## config.mk

```make
export PLATFORM = sky130hd
export DESIGN_NAME = piece_window_fetcher_flat
export DESIGN_NICKNAME = d
export VERILOG_FILES = /design/src/rtl/piece_window_fetcher_pkg.sv /design/src/rtl/piece_window_fetcher_if.sv /design/src/rtl/piece_window_fetcher_column_sampler.sv /design/src/rtl/piece_window_fetcher.sv /design/src/flat_wrapper.sv
export SDC_FILE = /design/constraint.sdc
export NUM_CORES = 1
export LEC_CHECK = 0
export ABC_AREA = 1
export ABC_CLOCK_PERIOD_IN_PS = 5100
export CORE_UTILIZATION = 57
export CTS_CLUSTER_DIAMETER = 200
export DETAILED_ROUTE_END_ITERATION = 10
export DONT_BUFFER_PORTS = 1
export PLACE_DENSITY = 0.72
export RECOVER_POWER = 50
export SLEW_MARGIN = 20
export SYNTH_ARGS = -nofsm -noshare
export SYNTH_HDL_FRONTEND = slang
export SYNTH_SLANG_ARGS = --single-unit
```

## constraint.sdc

```tcl
create_clock -name clk -period 5.1 [get_ports clk]
set_input_delay 0.765 -clock clk [delete_from_list [all_inputs] [get_ports clk]]
set_output_delay 0.765 -clock clk [all_outputs]
set_load 0.05 [all_outputs]
```

## src/rtl/piece_window_fetcher_pkg.sv

```systemverilog
`default_nettype none
// +----------------------------------------------------------------------------+
// | piece_window_fetcher_pkg                                                   |
// | Board geometry, game state type and fetcher FSM encoding.                  |
// | Revision: 1.0                                                              |
// +----------------------------------------------------------------------------+
package piece_window_fetcher_pkg;

  localparam int BOARD_WIDTH  = 10;
  localparam int BOARD_HEIGHT = 20;

  localparam int c_req_x_w = $clog2(BOARD_WIDTH);
  localparam int c_req_y_w = $clog2(BOARD_HEIGHT);

  // screen[x][y]; y=0 is the bottom row
  typedef struct packed {
    logic [BOARD_WIDTH-1:0][BOARD_HEIGHT-1:0] screen;
  } game_state_t;

  typedef enum logic [1:0] {
    IDLE  = 2'd0,
    FETCH = 2'd1,
    DONE  = 2'd2
  } win_fsm_t;

endpackage
`default_nettype wire

```

## src/rtl/piece_window_fetcher_if.sv

```systemverilog
`default_nettype none
// +----------------------------------------------------------------------------+
// | piece_window_fetcher_if                                                    |
// | Request/window handshake bundle between game logic and the fetcher.        |
// | Revision: 1.0                                                              |
// +----------------------------------------------------------------------------+
interface piece_window_fetcher_if #(
  parameter int WIN = 6
);
  import piece_window_fetcher_pkg::*;

  game_state_t              state;
  logic                     req_valid;
  logic                     req_ready;
  logic [c_req_x_w-1:0]     req_x;
  logic [c_req_y_w-1:0]     req_y;
  logic                     win_valid;
  logic                     win_ready;
  logic [WIN-1:0][WIN-1:0]  window;

  modport master (
    output state, req_valid, req_x, req_y, win_ready,
    input  req_ready, win_valid, window
  );

  modport slave (
    input  state, req_valid, req_x, req_y, win_ready,
    output req_ready, win_valid, window
  );

endinterface
`default_nettype wire

```

## src/rtl/piece_window_fetcher_column_sampler.sv

```systemverilog
`default_nettype none
// +----------------------------------------------------------------------------+
// | window_column_sampler                                                      |
// | One window column from the board at signed (wx, wy_base) with edge fills.  |
// | Revision: 1.0                                                              |
// +----------------------------------------------------------------------------+
module window_column_sampler
  import piece_window_fetcher_pkg::*;
#(
  parameter int   WIN        = 6,
  parameter int   COORD_W    = 7,
  parameter logic WALL_FILL  = 1'b1,
  parameter logic FLOOR_FILL = 1'b0,
  parameter logic CEIL_FILL  = 1'b0
) (
  input  game_state_t                state,
  input  logic signed [COORD_W-1:0]  wx,
  input  logic signed [COORD_W-1:0]  wy_base,
  output logic        [WIN-1:0]      column
);

  localparam logic signed [COORD_W-1:0] c_board_w = COORD_W'(BOARD_WIDTH);
  localparam logic signed [COORD_W-1:0] c_board_h = COORD_W'(BOARD_HEIGHT);

  logic                 w_wall;
  logic [c_req_x_w-1:0] w_x_idx;

  // A wall column wins over floor/ceiling, so it is decided once per column
  assign w_wall  = wx[COORD_W-1] || (wx >= c_board_w);
  assign w_x_idx = wx[c_req_x_w-1:0];

  for (genvar ly = 0; ly < WIN; ly++) begin : g_row
    logic signed [COORD_W-1:0] w_wy;
    logic [c_req_y_w-1:0]      w_y_idx;

    assign w_wy    = wy_base + COORD_W'(ly);
    assign w_y_idx = w_wy[c_req_y_w-1:0];

    assign column[ly] = w_wall                 ? WALL_FILL  :
                        w_wy[COORD_W-1]        ? FLOOR_FILL :
                        (w_wy >= c_board_h)    ? CEIL_FILL  :
                        state.screen[w_x_idx][w_y_idx];
  end

endmodule
`default_nettype wire

```

## src/rtl/piece_window_fetcher.sv

```systemverilog
`default_nettype none
// +----------------------------------------------------------------------------+
// | piece_window_fetcher                                                       |
// | Builds a WIN x WIN board window around a piece, one column per cycle.      |
// | Revision: 1.0                                                              |
// +----------------------------------------------------------------------------+
module piece_window_fetcher
  import piece_window_fetcher_pkg::*;
#(
  parameter int   WIN        = 6,
  parameter int   OFFSET_X   = 5,
  parameter int   OFFSET_Y   = 5,
  parameter logic WALL_FILL  = 1'b1,
  parameter logic FLOOR_FILL = 1'b0,
  parameter logic CEIL_FILL  = 1'b0
) (
  input  logic                    clk,
  input  logic                    reset_n,
  piece_window_fetcher_if.slave   bus
);

  localparam int c_max_board = (BOARD_WIDTH > BOARD_HEIGHT) ? BOARD_WIDTH : BOARD_HEIGHT;
  localparam int c_max_off   = (OFFSET_X > OFFSET_Y) ? OFFSET_X : OFFSET_Y;
  localparam int c_coord_w   = $clog2(c_max_board + WIN + c_max_off) + 2;
  localparam int c_col_w     = $clog2(WIN);
  localparam logic [c_col_w-1:0] c_last_col = c_col_w'(WIN - 1);

  win_fsm_t                       r_state;
  win_fsm_t                       w_next_state;
  logic                           w_req_ready;
  logic                           w_win_valid;
  logic                           w_accept;
  logic [c_col_w-1:0]             r_col;
  logic signed [c_coord_w-1:0]    r_wx_base;
  logic signed [c_coord_w-1:0]    r_wy_base;
  logic signed [c_coord_w-1:0]    w_wx;
  logic [WIN-1:0]                 w_column;
  logic [WIN-1:0][WIN-1:0]        r_window;

  always_ff @(posedge clk or negedge reset_n) begin
    if (!reset_n) r_state <= IDLE;
    else          r_state <= w_next_state;
  end

  always_comb begin
    w_next_state = r_state;
    w_req_ready  = 1'b0;
    w_win_valid  = 1'b0;
    case (r_state)
      IDLE: begin
        w_req_ready = 1'b1;
        if (bus.req_valid) w_next_state = FETCH;
      end
      FETCH: begin
        if (r_col == c_last_col) w_next_state = DONE;
      end
      DONE: begin
        w_win_valid = 1'b1;
        if (bus.win_ready) w_next_state = IDLE;
      end
      default: w_next_state = IDLE;
    endcase
  end

  assign w_accept = w_req_ready && bus.req_valid;

  // Offsets are folded in at accept time so each column only adds r_col
  always_ff @(posedge clk or negedge reset_n) begin
    if (!reset_n) begin
      r_col     <= '0;
      r_wx_base <= '0;
      r_wy_base <= '0;
      r_window  <= '0;
    end else if (w_accept) begin
      r_col     <= '0;
      r_wx_base <= c_coord_w'(bus.req_x) - c_coord_w'(OFFSET_X);
      r_wy_base <= c_coord_w'(bus.req_y) - c_coord_w'(OFFSET_Y);
    end else if (r_state == FETCH) begin
      r_window[r_col] <= w_column;
      r_col           <= (r_col == c_last_col) ? '0 : r_col + c_col_w'(1);
    end
  end

  assign w_wx = r_wx_base + c_coord_w'(r_col);

  window_column_sampler #(
    .WIN        (WIN),
    .COORD_W    (c_coord_w),
    .WALL_FILL  (WALL_FILL),
    .FLOOR_FILL (FLOOR_FILL),
    .CEIL_FILL  (CEIL_FILL)
  ) u_sampler (
    .state   (bus.state),
    .wx      (w_wx),
    .wy_base (r_wy_base),
    .column  (w_column)
  );

  assign bus.req_ready = w_req_ready;
  assign bus.win_valid = w_win_valid;
  assign bus.window    = r_window;

endmodule
`default_nettype wire
```

## src/flat_wrapper.sv

```systemverilog
// flat-port wrapper written by rule: the top's interface ports become plain ports
module piece_window_fetcher_flat import piece_window_fetcher_pkg::*;
#(
  parameter int   WIN        = 6,
  parameter int   OFFSET_X   = 5,
  parameter int   OFFSET_Y   = 5,
  parameter logic WALL_FILL  = 1'b1,
  parameter logic FLOOR_FILL = 1'b0,
  parameter logic CEIL_FILL  = 1'b0
)
  (clk, reset_n, bus_state, bus_req_valid, bus_req_x, bus_req_y, bus_win_ready, bus_req_ready, bus_win_valid, bus_window);
  piece_window_fetcher_if #(.WIN(WIN)) bus_i ();
  input  logic clk;
  input  logic reset_n;
  input wire logic [$bits(bus_i.state)-1:0] bus_state;
  input wire logic [$bits(bus_i.req_valid)-1:0] bus_req_valid;
  input wire logic [$bits(bus_i.req_x)-1:0] bus_req_x;
  input wire logic [$bits(bus_i.req_y)-1:0] bus_req_y;
  input wire logic [$bits(bus_i.win_ready)-1:0] bus_win_ready;
  output wire logic [$bits(bus_i.req_ready)-1:0] bus_req_ready;
  output wire logic [$bits(bus_i.win_valid)-1:0] bus_win_valid;
  output wire logic [$bits(bus_i.window)-1:0] bus_window;
  assign bus_i.state = bus_state;
  assign bus_i.req_valid = bus_req_valid;
  assign bus_i.req_x = bus_req_x;
  assign bus_i.req_y = bus_req_y;
  assign bus_i.win_ready = bus_win_ready;
  assign bus_req_ready = bus_i.req_ready;
  assign bus_win_valid = bus_i.win_valid;
  assign bus_window = bus_i.window;
  piece_window_fetcher #(.WIN(WIN), .OFFSET_X(OFFSET_X), .OFFSET_Y(OFFSET_Y), .WALL_FILL(WALL_FILL), .FLOOR_FILL(FLOOR_FILL), .CEIL_FILL(CEIL_FILL)) u_core (.clk(clk), .reset_n(reset_n), .bus(bus_i));
endmodule
```

==> results of run 1 <==
-- worst min path at each step --
stage / start / to / slack [ps] / cells after the start
after floorplan: u_core.r_wx_base[0] / u_core.r_wx_base[0] / 460 / 2
after global placement: reset_n / u_core.r_wy_base[3] / 470 / 0
after detailed placement: reset_n / u_core.r_wy_base[3] / 470 / 0
after CTS: reset_n / u_core.r_wy_base[4] / 130 / 0
after global routing: reset_n / u_core.r_wy_base[4] / 120 / 0
final: reset_n / u_core.r_wy_base[4] / 130 / 0
-- kinds of logic after synthesis --
family / count (synthesis) / share of synthesized area [%]
AOI/OAI and AO/OA: 50 / 5.35
and+or+nand+nor: 784 / 57.7
adders and majority gates: 18 / 4.11
buffers and inverters: 109 / 8.09
xor gates and xnor gates: 11 / 1.70
DFF: 52 / 23.0
-- layer usage --
layer	track usage [%]	vias up	wire length, µm
li1	-	3187	-
met1	49.0	2953	8030
met2	57.4	337	8580
met3	7.80	38	1700
met4	9.81	0	343
met5	0	-	0
-- registers in the layout (all words and copies together) (netlist names) --
| register | count |
|---|---|
| u_core.r_wx_base | 5 |
| u_core.r_col | 3 |
| u_core.bus.window | 36 |
| u_core.r_wy_base | 6 |
| u_core.r_state | 2 |
-- synth_stat cells (all sizes together) --
cell	n
nand2	527
nand3	210
inv	54
dfrtp	52
nor2	40
buf	28
clkbuf	23
o21ai	19
a21oi	18
ha	17
xor2	7
a21boi	5
clkinv	4
nand4	4
xnor2	4
a31oi	3
nand3b	3
o31ai	2
a221oi	1
fa	1
o211ai	1
o41ai	1
-- final cells by class --
type                            count  area share [%]
Timing Repair Buffer                6           0.784
Sequential cell                    52            22.6
Tap cell                          129            2.81
Clock inverter                      2           0.239
Clock buffer                        6            1.44
Multi-Input combinational cell    863            68.3
Inverter                           58            3.83
-- layout by cell type, fill, tap and decap left out, drive strengths merged, types with 2 or more instances in the layout --
master and n:
xnor2 4, inv 55, xor2 7, o31ai 2
o21ai 19, nand3 210, clkinv 5, a21oi 18
clkbuf 6, nand3b 3, nand2 527, ha 17
dfrtp 52, buf 6, nand4 4, nor2 40
a31oi 3, a21boi 5
-- per-stage QoR --
stage	instances	hold slack [ps]	setup slack, ps	cell area, µm²
2_1_floorplan	1024	459	2500	5660
3_3_place_gp	1108	473	1770	5650
3_5_place_dp	1108	472	1730	5650
4_1_cts	1116	130	1700	5750
5_1_grt	1116	120	1290	5750
6_report	1116	129	1590	5750
==> results by group, run 1 <==
Setup path
  – Largest stage delay on the critical path: 540 ps
  – Crit-path slowest cell: sky130_fd_sc_hd__fa_2
  – Element type at the critical path end: flip-flop
  – Critical path's top delay family: simple AND/OR/NAND/NOR gates
  – Arrival time at the worst endpoint: 3770 ps
  – CP Launch Point: u_core.r_col[0]
  – Number of logic stages on the critical path including buffering: 19
  – Worst reg2reg path startpoint: u_core.r_col[0]
  – Capture instance of the worst register-to-register path: u_core.bus.window[22]
  – Worst setup path category: flip-flop to flip-flop
  – Flop-to-flop setup slack: about 1600 ps
  – Depth of the most critical reg-to-reg path: 19
  – Startpoint type of the worst setup path: flip-flop
  – Worst setup path end: u_core.bus.window[22]
  – CP Data Required Time: around 5400 ps
  – Cell occurring most often along the worst timing path: sky130_fd_sc_hd__nand2_1
  – Cell-by-cell trace of the critical path: ha_4, fa_2, clkinv_1, buf_4, nand3_1, nand2_1, nand2_1, nand2_1, nand2_1, nand3_1, nand3_1, nand3_1, nand2_1, nand2_1, nor2_1, nand2_1, nand2_2, nand2_1, nand2_1
  – CP Max Fanout: 28
  – Combined buffer and inverter count along the critical path: 2

Timing
  – Finish-stage setup viols: 0
  – Total count of max-transition violations in the final report: 0
  – Final TNS setup: 0 ps
  – Time the final worst path needs with I/O delays and setup: roughly 3500 ps
  – Relative slew margins: 32.5%
  – Final Hold Vio Count: 0
  – RSZ-0062 raised after global routing: false
  – Ratio of final minimum period to clock period: 68.8%
  – Slew of the pin with the lowest slew margin: 1010 ps
  – Clock tree skew after final layout: 11.2 ps
  – Highest attainable clock frequency: ~280 MHz

Drt
  – Count of antenna-violating nets left after detailed routing: 0
  – Vias per Instance: 5.84
  – Count of unresolved DRC violations after routing: 0
  – Total detailed-routing wirelength: around 19000 µm
  – Detailed Route Iter0 Violations: 569
  – Average wire length per cell after detail routing: 16.7 µm
  – Via count: 6515
  – Total iterations of the first detailed-routing run: 5

Global route
  – Via count of the first global-routing pass: 5767
  – Largest net degree at the start of global routing: 101
  – Overall overflow remaining after global route: 0
  – Initial antenna violation count: 0
  – Total routing usage reported by global routing: 35.9%
  – Global-route wire length before repair: between 20000 and 30000 µm

Finish
  – Flip-flop and latch area: 1300 µm²
  – Multi-input logic area: 3920 µm²
  – Post-layout net count: 1217
  – Fraction of layout instances using a drive strength above 1: 3.34%
  – # fillers: 996
  – Finished Core Util: roughly three fifths
  – Ant diodes: 0
  – Growth of design area from synthesis to finish: 1.59%

Synthesis
  – Top-area cell type share of the netlist area: about a third
  – Number of distinct library cell variants in the gate-level netlist after synthesis: 34
  – Warnings from Yosys: 0
  – Largest area contributor in the netlist: sky130_fd_sc_hd__nand2_1
  – Mean post-synth cell area: between 5 and 6 µm²
  – Cell count after synthesis: 1024
  – Register area share after synthesis: 23.0%
  – Flip-flop and latch count after synthesis: 52
  – Syn nets: between 1000 and 1500
  – Top area cells in the synthesized netlist: sky130_fd_sc_hd__nand2_1, sky130_fd_sc_hd__dfrtp_1, sky130_fd_sc_hd__nand3_1
  – Cell area after synthesis: 5660 µm²

Hold path
  – Worst hold-check path type: input port to async pin

Placement
  – Number of port buffers: 0
  – Post-DP HPWL: 14500 µm
  – Final weighted congestion in routability-driven placement: 1.05

Clocking
  – Number of clock buffers inserted by TritonCTS: 5
  – CTS max path bufs: 2
  – Total of cells resized after clock tree synthesis: 0
  – # Post-CTS Setup Buffers: 0
  – CTS hold repair buffers: 0
  – Clock transition at path regs: 100 ps
  – Source-to-sink clock delay at the later pin of the worst-skew pair: 320 ps
  – Root cell of the clock tree: sky130_fd_sc_hd__clkbuf_8
  – Max H-tree Level: 2
  – Clock tree from TritonCTS: yes
  – Clk sinks: 52

Die
  – Number of cell rows: 35
  – Die height: 102 µm
  – Horizontal die dimension: between 100 and 150 µm
  – I/O pins: 251
  – Core area: around 9400 µm²
  – Area of the die: slightly above 10000 µm²
  – Initial Util: between 60% and 70%

Job
  – Max-cap check violation count: 0

Run status
  – Result of the run: completed
Power of run 1 is left out: the tool's default activity adds up to more than one toggle a clock period on the data nets, which glitch-free logic cannot reach.
==> inputs of run 2 (changes only) <==
--- a/config.mk
+++ b/config.mk
@@ -6,7 +6,7 @@
 export NUM_CORES = 1
 export LEC_CHECK = 0
 export ABC_AREA = 1
-export ABC_CLOCK_PERIOD_IN_PS = 5100
+export ABC_CLOCK_PERIOD_IN_PS = 3600
 export CORE_UTILIZATION = 57
 export CTS_CLUSTER_DIAMETER = 200
 export DETAILED_ROUTE_END_ITERATION = 10
==> constraint.sdc (replaced) <==
create_clock -name clk -period 3.6 [get_ports clk]
set_input_delay 0.54 -clock clk [delete_from_list [all_inputs] [get_ports clk]]
set_output_delay 0.54 -clock clk [all_outputs]
set_load 0.05 [all_outputs]
==> run 2 against run 1 <==
Effect of this change:
- the flow now finishes with violations (capacitance limit, slew limit)
- core utilization grew 1.2 points
- design area grew 2.0%
- clock skew grew 0.55 ps
- critical endpoint is now u_core.bus.window[6]
- worst setup slack lost 1100 ps
- register-to-register slack lost 1100 ps
- cell count grew 1.2%
- critical path depth shrank 2
- wire length shrank 0.45%
- global-route usage grew 0.25 points
- non-clock buffer count grew 13
- count of clock-buffer cells in the layout shrank 1
==> results by group, run 2 (synthesized netlist as in run 1, its figures left out) <==
Hold path
  – Worst hold-check path type: input port to flip-flop

Setup path
  – Flop-to-flop setup slack: ~510 ps
  – CP Max Fanout: 11
  – CP Launch Point: u_core.r_col[0]
  – Startpoint type of the worst setup path: flip-flop
  – Worst setup path category: flip-flop to flip-flop
  – Depth of the most critical reg-to-reg path: 17
  – Worst setup path end: u_core.bus.window[6]
  – Cell-by-cell trace of the critical path: ha_4, fa_2, clkinv_1, nand2_1, nor2_1, nand2_1, nand3_1, nand3_1, nand3_1, nand2_1, inv_1, nand2_1, nand2_1, nand2_1, nand2_2, nand2_1, nand2_1
  – Largest stage delay on the critical path: 550 ps
  – Arrival time at the worst endpoint: 3310 ps
  – Worst reg2reg path startpoint: u_core.r_col[0]
  – Cell occurring most often along the worst timing path: sky130_fd_sc_hd__nand2_1
  – Capture instance of the worst register-to-register path: u_core.bus.window[6]
  – Element type at the critical path end: flip-flop
  – CP Data Required Time: 3810 ps
  – Crit-path slowest cell: sky130_fd_sc_hd__fa_2

Die
  – Initial Util: 60.1%
  – Area of the die: 10300 µm²
  – Horizontal die dimension: 102 µm
  – Number of cell rows: 35
  – Die height: about 100 µm
  – Core area: 9420 µm²
  – I/O pins: 251

Clocking
  – Clk sinks: 52
  – Clock tree from TritonCTS: yes
  – Number of clock buffers inserted by TritonCTS: 5
  – Max H-tree Level: 2
  – Clock transition at path regs: 100 ps
  – CTS max path bufs: 2
  – Source-to-sink clock delay at the later pin of the worst-skew pair: 320 ps
  – Root cell of the clock tree: sky130_fd_sc_hd__clkbuf_8

Timing
  – Clock tree skew after final layout: 11.7 ps
  – Total count of max-transition violations in the final report: 53
  – Highest attainable clock frequency: about 320 MHz
  – Slew of the pin with the lowest slew margin: 2690 ps
  – Finish-stage setup viols: 0
  – RSZ-0062 raised after global routing: false
  – Final TNS setup: 0 ps
  – Final Hold Vio Count: 0
  – Time the final worst path needs with I/O delays and setup: 3090 ps
  – Relative slew margins: -79.5%
  – Ratio of final minimum period to clock period: roughly 86%

Drt
  – Detailed Route Iter0 Violations: 553
  – Total detailed-routing wirelength: 18600 µm
  – Count of unresolved DRC violations after routing: 0
  – Vias per Instance: 5.78
  – Average wire length per cell after detail routing: 16.4 µm
  – Count of antenna-violating nets left after detailed routing: 0
  – Total iterations of the first detailed-routing run: 8
  – Via count: 6523

Global route
  – Met2 GRT Util: about 60%
  – Global routing usage on met3: 6.69%
  – Via count of the first global-routing pass: 5935
  – Initial antenna violation count: 0
  – Total routing usage reported by global routing: 36.2%
  – Most utilized layer in the global route result: met2
  – Global-route wire length before repair: 29200 µm
  – Overall overflow remaining after global route: 0
  – Met1 global-route usage: 49.0%
  – Largest net degree at the start of global routing: 53

Run status
  – Violations in the final reports: capacitance limit, slew limit
  – Result of the run: complete, but fails checks

Placement
  – Count of placed standard cells including taps: 1120
  – Number of port buffers: 0
  – Post-DP HPWL: 14700 µm
  – Final weighted congestion in routability-driven placement: 0.978
  – Instance area after placement: 5740 µm²

Job
  – Max-cap check violation count: 1

Finish
  – Growth of design area from synthesis to finish: 3.58%
  – Fraction of layout instances using a drive strength above 1: about 4.5%
  – Count of placed standard cells in the final layout, fillers left out: 1129
  – Commonest non-fill, non-tap cell in the layout: sky130_fd_sc_hd__nand2_1
  – Finished layout cell area: 5860 µm²
  – Post-layout net count: approximately 1200
  – Number of flip-flops under the largest register name: 36
  – Ant diodes: 0
  – Most frequent cells in the layout: sky130_fd_sc_hd__nand2_1, sky130_fd_sc_hd__nand3_1, sky130_fd_sc_hd__inv_1, sky130_fd_sc_hd__dfrtp_1, sky130_fd_sc_hd__nor2_1
[run 2: worst min-delay path by stage]
stage / from / endpoint / cells past startpoint
2_1_floorplan: reset_n / u_core.bus.window[0] / 0
3_3_place_gp: reset_n / u_core.r_wy_base[3] / 0
3_5_place_dp: reset_n / u_core.r_wy_base[3] / 0
4_1_cts: reset_n / u_core.r_wy_base[3] / 1
5_1_grt: bus_req_y[4] / u_core.r_wy_base[5] / 1
6_report: bus_win_ready / u_core.r_state[1] / 1
[run 2: repair_timing]
action	CTS	global route
buffers inserted	0	0
gates resized for setup	0	0
endpoints found under the hold margin	52	0
hold buffers	1	0
[run 2: worst max-delay path, delay by kind of cell (launching register included)]
family / cells / cell delay, ps
adder cells (fa/ha/maj): 2 / 730
buffers and inverters: 2 / 230
flip-flops: 1 / 440
AND/OR/NAND/NOR: 13 / 1590
[run 2: layout make-up]
type / instances / area, µm²
clock buffers: 5 / 68.8
repair buffers: 19 / 139
multi-input cells: 863 / 3920
fillers: 977 / 3550
well taps: 129 / 161
inverters: 58 / 220
clock inverters: 3 / 46.3
flip-flops and latches: 52 / 1300
[run 2: per-layer routing]
metal / wire length [µm] / up-vias
met1: 7900 / 2904
met2: 8670 / 356
met5: 0 / -
met3: 1600 / 42
li1: - / 3221
met4: 403 / 0
[run 2: stage by stage]
| step | util, % | hold slack (ps) | worst slack [ps] |
|---|---|---|---|
| after floorplan | - | 244 | 1000 |
| after global placement | 61.0 | 248 | 636 |
| after detailed placement | 61.0 | 248 | 582 |
| after CTS | 62.5 | 73.4 | 571 |
| after global routing | 62.2 | 304 | 234 |
| final | 62.2 | 304 | 505 |
Power of run 2 is left out for the same reason.
